===== config.mk =====
export PLATFORM = sky130hd
export DESIGN_NAME = bus_breakout_arb
export DESIGN_NICKNAME = d
export VERILOG_FILES = /design/src/rtl/bus_breakout_arb.sv
export SDC_FILE = /design/constraint.sdc
export NUM_CORES = 1
export LEC_CHECK = 0
export BUFFER_PORTS_ARGS = -buffer_cell sky130_fd_sc_hd__clkbuf_2
export CAP_MARGIN = 10
export CORE_MARGIN = 2
export CORE_UTILIZATION = 50
export CTS_CLUSTER_SIZE = 25
export DETAILED_ROUTE_END_ITERATION = 16
export HOLD_SLACK_MARGIN = 0.15
export PLACE_DENSITY = 0.91
export SLEW_MARGIN = 40
export SYNTH_ARGS = -nofsm -noshare
export SYNTH_HDL_FRONTEND = slang
export SYNTH_SLANG_ARGS = --single-unit

===== constraint.sdc =====
create_clock -name clk -period 2.35 [get_ports clk]
set_input_delay 0.235 -clock clk [delete_from_list [all_inputs] [get_ports clk]]
set_output_delay 0.235 -clock clk [all_outputs]
set_load 0.01 [all_outputs]

===== src/rtl/bus_breakout_arb.sv =====
// rtl/bus_breakout_arb.sv - two-requester round-robin arbiter feeding one 6-bit shared bus word
module bus_breakout_arb #(
    parameter int PARK = 0
) (
    input  logic       clk,
    input  logic       rst,
    input  logic       req_1,
    input  logic [3:0] in_1,
    output logic       ack_1,
    input  logic       req_2,
    input  logic [3:0] in_2,
    output logic       ack_2,
    output logic [5:0] out_1,
    output logic       out_valid,
    input  logic       out_ready,
    output logic [7:0] xfer_cnt
);

    typedef enum logic {IDLE, XFER} state_t;

    state_t state, state_nxt;
    logic   prefer_2;
    logic   elig_1, elig_2;
    logic   accept, can_capture;
    logic   grant_1, grant_2;

    always_ff @(posedge clk or posedge rst) begin
        if (rst) begin
            state <= IDLE;
        end else begin
            state <= state_nxt;
        end
    end

    always_comb begin
        state_nxt   = state;
        grant_1     = 1'b0;
        grant_2     = 1'b0;
        // A requester whose ack is showing this cycle has already been served.
        elig_1      = req_1 && !ack_1;
        elig_2      = req_2 && !ack_2;
        accept      = (state == XFER) && out_ready;
        can_capture = (state == IDLE) || out_ready;
        if (can_capture) begin
            if (elig_1 && elig_2) begin
                grant_2 = prefer_2;
                grant_1 = !prefer_2;
            end else begin
                grant_1 = elig_1;
                grant_2 = elig_2;
            end
        end
        if (grant_1 || grant_2) begin
            state_nxt = XFER;
        end else if (accept) begin
            state_nxt = IDLE;
        end
    end

    assign out_valid = (state == XFER);

    always_ff @(posedge clk or posedge rst) begin
        if (rst) begin
            out_1    <= 6'b000000;
            ack_1    <= 1'b0;
            ack_2    <= 1'b0;
            xfer_cnt <= 8'd0;
            prefer_2 <= (PARK != 0);
        end else begin
            ack_1 <= grant_1;
            ack_2 <= grant_2;
            if (accept) begin
                xfer_cnt <= xfer_cnt + 8'd1;
            end
            if (grant_1) begin
                out_1    <= {2'b01, in_1};
                prefer_2 <= 1'b1;
            end else if (grant_2) begin
                out_1    <= {2'b10, in_2};
                prefer_2 <= 1'b0;
            end
        end
    end

endmodule

==> impl_metrics.ini, run 1 <==
[setup_path]
cp-start-kind = flop
worstSetupPathType = flop to flop
cp.arrival_ns = 1.53
critPathSlowestCell = dfrtp_1
path_cells = nand2b_1 -> a221oi_4 -> a221o_1
critPathCaptureType = flop
path_max_fanout = 8
required_ns = 2.57
slowest_delay_ns = 0.41

[clocking]
cts_tree = yes
cts.reportedPaths.clkPinSlew_ns = 0.09
cts_max_level = 1
numCtsBuffers = 3
clkSinkCount = 17
worstSkewPairLatency_ns = 0.28
clockBufferDepth = 2
post_cts_buffers = 0
root_buffer = clkbuf_4

[layout]
diodes = 0
fin_util_pct = 64.5
area_delta_synth_final_pct = 23.5
fillers = 121
drive_above_1_share_pct = 43.0
final_common_cell = clkbuf_2
final_cell_mix = clkbuf_2 (29), dfrtp_1 (17), nand2_1 (5), xor2_1 (5)
final_nets = 108

[detailed_routing]
vias_per_cell = 5.30
firstDrtPassIters = 4
wl_met2_microns = 703
dr_wl_met3_microns = 93
post_drt_wl_per_cell_microns = 13.2
post-route-drc-count = 0
routed.top_layer = met4
vias = 578
ant_nets = 0
wl_microns = 1440
drt_iter0_drc = 8
wl_met1_microns = 626

[power]
ir_worst_vdd_v = 0.000522
p_leak_nw = 0.501
p_comb_share_pct = 34.8
p_int_mw = 0.627
power_frac_seq_pct = 50.1
pwr-share-clk_pct = 15.1
pwr_density_cell_mw_per_mm2 = 1050
p_switching_mw = 0.376
power.total_mw = 1.00
sw_frac_of_total_pct = 37.5

[yosys]
avgSynthCellArea_sq_um = 12.7
ys_warn_count = 0
synth_cell_type_count = 25
syn_area_sq_um = 777
ys_seq_elements = 17
ys_seq_area_share_pct = 54.8
syn_inst = 61
synth.net_count = 75

[timing]
maxSlewHeadroom_pct = 59.0
worst_pin_slew_ns = 0.614
setup_viol = 0
hold_ws_ns = 0.180
finalMaxSlewViolations = 0
period_needed_ns = 1.31
fin_tns_setup_ns = 0
period_share_pct = 55.8
rsz0062_at_grt = false
max_freq_mhz = 763
hold_viol = 0
final.setup_skew_ns = 0.00423
postLayoutSetupSlackWorst_ns = 1.04

[floorplan]
die_w_microns = 43.4
core_sq_mm = 0.00149
row_count = 14
initial_core_util_pct = 52.2
io_pins = 30
die_h_microns = 43.4
dieArea_sq_mm = 0.00189

[global_routing]
grt_max_degree = 18
overflow = 0
grt_pass1_vias = 559
grtUsageTotal_pct = 17.2
grt_pass1_wl_microns = 2370
antenna_found_initial = 0

[status]
status = complete, no violations

[place]
gp_congestion = 0.820
portBuffers = 29
place_ws_ns = 1.06
dp_hpwl_microns = 1110

[job]
maxCapViolations = 0

[min_path]
min_path_type = input port to flop
==> sequential cells by signal, indices dropped and copies added (netlist names) <==
signal     flops
ack_2          1
ack_1          1
out_1          6
out_valid      1
xfer_cnt       8
==> Yosys cell counts, drive strengths merged <==
library cell   n  share of area (%)
xor2           5                5.6
nand2          6                3.2
mux2           1                1.4
dfrtp         17                 55
buf            2                2.4
nor2           4                1.9
o21ai          1                1.1
xnor2          2                2.3
a21oi          1               0.64
ha             1                1.6
a221o          4                5.2
a21o           1               0.97
nor4           1                1.6
nand2b         2                1.9
nand3          2                1.3
nor3           2                1.3
a221oi         1                3.4
nor2b          2                2.6
inv            2               0.97
o2111a         4                5.8
==> worst paths after layout <==
check	startpoint	endpoint	slack [ns]	cells past startpoint
worst max-delay path	ack_1$_DFF_PP0_	out_1[1]$_DFFE_PP0P_	1.04	3
worst min-delay path	in_1[3]	out_1[3]$_DFFE_PP0P_	0.18	2
worst max register to register	ack_1$_DFF_PP0_	out_1[1]$_DFFE_PP0P_	1.04	3
worst min register to register	xfer_cnt[7]$_DFFE_PP0P_	xfer_cnt[7]$_DFFE_PP0P_	0.47	1
max in group asynchronous	rst	xfer_cnt[7]$_DFFE_PP0P_	1.41	3
min in group asynchronous	rst	out_1[0]$_DFFE_PP0P_	0.55	3
==> power by group through the flow <==
stage | clock [mW] | sequential [mW] | combinational (mW)
floorplan | 0 | 0.536 | 0.181
global placement | 0 | 0.499 | 0.343
detailed placement | 0 | 0.508 | 0.353
CTS | 0.159 | 0.502 | 0.356
global route | 0.171 | 0.518 | 0.383
finish | 0.151 | 0.503 | 0.349
==> per-stage QoR <==
stage,instance area [sq um],instances
after floorplan,777,61
after global placement,923,104
after detailed placement,923,104
after CTS,960,109
after global routing,960,109
final,960,109
==> worst max-delay path, delay by kind of cell, from the launching register on <==
kind	cells	cell delay, ns
compound gates	2	0.60
flops	1	0.41
simple gates	1	0.25
==> cells by family (layout without fill, tap and decap cells) <==
kind of cell / Yosys count / in the layout / share of synthesized area [%]
adder cells (fa/ha/maj): 1 / 1 / 1.61
buffers and inverters: 4 / 36 / 3.38
multiplexers: 1 / 1 / 1.45
XOR/XNOR: 7 / 7 / 7.89
AND/OR/NAND/NOR: 19 / 19 / 13.8
flip-flops: 17 / 17 / 54.8
AO/OA/AOI/OAI: 12 / 12 / 17.1
==> layout make-up <==
type	instances	area, sq um	area share [%]
well taps	16	20.0	2.09
multi-input cells	40	325	33.9
repair buffers	30	155	16.2
flip-flops and latches	17	425	44.3
clock buffers	4	26.3	2.74
inverters	2	7.51	0.782
==> metal layers <==
metal | global-route usage [%] | vias to the layer above
li1 | - | 284
met1 | 21.1 | 268
met2 | 27.5 | 24
met3 | 2.50 | 2
met4 | 12.7 | 0
met5 | 0 | -
==> timing repair <==
item | in CTS | in global routing
endpoints found under the hold margin | 17 | 0
hold buffers | 1 | 0
gates resized for setup | 0 | 0
Power figures use the tool's default switching activity.
==> run 2, diff against run 1 <==
--- a/config.mk
+++ b/config.mk
@@ -8,11 +8,11 @@
 export BUFFER_PORTS_ARGS = -buffer_cell sky130_fd_sc_hd__clkbuf_2
 export CAP_MARGIN = 10
 export CORE_MARGIN = 2
-export CORE_UTILIZATION = 50
+export CORE_UTILIZATION = 42
 export CTS_CLUSTER_SIZE = 25
 export DETAILED_ROUTE_END_ITERATION = 16
 export HOLD_SLACK_MARGIN = 0.15
-export PLACE_DENSITY = 0.91
+export PLACE_DENSITY = 0.82
 export SLEW_MARGIN = 40
 export SYNTH_ARGS = -nofsm -noshare
 export SYNTH_HDL_FRONTEND = slang
==> constraint.sdc (replaced) <==
create_clock -name clk -period 1.2 [get_ports clk]
set_input_delay 0.12 -clock clk [delete_from_list [all_inputs] [get_ports clk]]
set_output_delay 0.12 -clock clk [all_outputs]
set_load 0.01 [all_outputs]
==> run 2 against run 1 <==
Compared with the run above:
- cell count rose by 17%
- largest cell class unchanged
- non-clock buffer count rose by 10
- the flow now finishes with violations (negative setup slack)
- routed wire length rose by 9.8%
- sequential share of layout area fell by 5.4 points
- fmax rose by 7.4%
- setup slack got worse by 1.1 ns
- total power rose by 110%
==> impl_metrics.ini, run 2 (same netlist as run 1, synthesis figures left out) <==
[setup_path]
cp_num_buf_inv = 1
critPathCaptureType = flop
cp.arrival_ns = 1.38
reg2reg_depth = 4
path_max_fanout = 4
required_ns = 1.36
path_cells = nor2b_4 -> a221oi_4 -> buf_6 -> a221o_1
cp.depth = 4
cp_top_family = flip-flops
slowest_delay_ns = 0.42
critPathSlowestCell = dfrtp_1
worstSetupPathType = flop to flop
cp-start-kind = flop

[min_path]
whs_path_depth = 3
min_path_type = input port to flop

[timing]
maxSlewHeadroom_pct = 80.6
max_freq_mhz = 819
worst_pin_slew_ns = 0.291
finalMaxSlewViolations = 0
period_share_pct = 102
postLayoutSetupSlackWorst_ns = -0.0207
fin_tns_setup_ns = -0.0722
setup_viol = 4
hold_viol = 0
period_needed_ns = 1.22
final.setup_skew_ns = 0.00256
rsz0062_at_grt = true

[detailed_routing]
post_drt_wl_per_cell_microns = 12.3
post-route-drc-count = 0
firstDrtPassIters = 2
vias_per_cell = 4.80
ant_nets = 0
drt_iter0_drc = 8
vias = 614
wl_microns = 1580

[status]
violations = negative setup slack
status = finished with violations

[layout]
final_cell_mix = clkbuf_2 (29), dfrtp_1 (16), nand2_1 (5), xor2_1 (5), dlygate4sd3_1 (5)
final_common_cell = clkbuf_2
diodes = 0
area_delta_synth_final_pct = 40.9
reg_top3 = xfer_cnt x8, out_1 x6
fillers = 148
drive_above_1_share_pct = 48.5
final_nets = 118
largest_register = xfer_cnt
largest_reg_flops = 8

[place]
place_ws_ns = -0.00680
gp_congestion = 0.774
dp_hpwl_microns = 1170
portBuffers = 29

[floorplan]
core_sq_mm = 0.00173
dieArea_sq_mm = 0.00221
die_h_microns = 47.0
initial_core_util_pct = 45.0
io_pins = 30
row_count = 15
die_w_microns = 47.0

[power]
pwr_density_cell_mw_per_mm2 = 1880
p_switching_mw = 0.754
sw_frac_of_total_pct = 36.6
p_leak_nw = 0.559
p_int_mw = 1.31
pwr-share-clk_pct = 13.7
power_frac_seq_pct = 47.2
ir_worst_vdd_v = 0.000934
p_comb_share_pct = 39.1

[global_routing]
grtUsageTotal_pct = 17.8
grt_pass1_vias = 654
overflow = 0
grt_max_degree = 18
antenna_found_initial = 0
grt_pass1_wl_microns = 2700

[clocking]
worstSkewPairLatency_ns = 0.27
cts.reportedPaths.clkPinSlew_ns = 0.09
clkSinkCount = 17
cts_max_level = 1
root_buffer = clkbuf_4
numCtsBuffers = 3
cts_tree = yes
clockBufferDepth = 2

[job]
maxCapViolations = 0
run 2: cell types whose count changed in the layout (fill, tap and decap cells not counted), sizes merged:
cell	previous run	this run
buf	0	6
dlygate4sd3	1	5
run 2: what timing repair did:
action / CTS / global route
resized for setup: 3 / 4
cloned: 0 / 0
setup endpoints to repair: 4 / 7
setup buffers: 4 / 0
endpoints found under the hold margin: 21 / 0
hold buffers: 5 / 0
pin swaps: 8 / 1
run 2: power groups by stage:
stage          combinational (mW)  clock (mW)  sequential, mW
2_1_floorplan               0.359           0            1.05
6_report                    0.806       0.282           0.973
4_1_cts                     0.802       0.297           0.972
5_1_grt                     0.889       0.327            1.01
3_5_place_dp                0.749           0           0.980
3_3_place_gp                0.728           0           0.972
run 2: worst paths after layout:
check                      slack (ns)                    start                 endpoint
max                             -0.02          ack_2$_DFF_PP0_     out_1[2]$_DFFE_PP0P_
min                              0.20                out_ready  xfer_cnt[2]$_DFFE_PP0P_
max reg2reg                     -0.02          ack_2$_DFF_PP0_     out_1[2]$_DFFE_PP0P_
min reg2reg                      0.47  xfer_cnt[7]$_DFFE_PP0P_  xfer_cnt[7]$_DFFE_PP0P_
max in group asynchronous        0.62                      rst    out_valid$_DFFE_PP0P_
min in group asynchronous        0.38                      rst  xfer_cnt[5]$_DFFE_PP0P_
run 2: area by class of cell:
cell class | instances | area (sq um) | area share [%]
clock buffers | 4 | 26.3 | 2.40
inverters | 2 | 7.51 | 0.686
multi-input cells | 40 | 355 | 32.5
flip-flops and latches | 17 | 427 | 39.0
well taps | 25 | 31.3 | 2.86
repair buffers | 40 | 248 | 22.6
run 2: worst reg2reg max path: stages, from the launching register on:
cell	delay, ns
dfrtp_1	0.42
nor2b_4	0.16
a221oi_4	0.09
buf_6	0.14
a221o_1	0.30
run 2: metal layers:
layer | share of wire [%] | routed length, microns | GRT usage [%] | up-vias
met5 | 0 | 0 | 0 | -
met4 | 0.89 | 14 | 8.33 | 0
met3 | 6.4 | 101 | 3.46 | 2
met2 | 50 | 782 | 32.3 | 23
met1 | 43 | 677 | 19.7 | 284
li1 | - | - | - | 305
run 2: metrics by stage:
step                utilization (%)  cells  area (sq um)  hold WS, ns  power, mW
global placement               55.9    116           965        0.119       1.70
floorplan                         -     61           785       0.0461       1.41
detailed placement             55.9    116           965        0.124       1.73
CTS                            62.5    128          1080        0.190       2.07
global route                   63.4    128          1090        0.205       2.22
finish                         63.4    128          1090        0.204       2.06
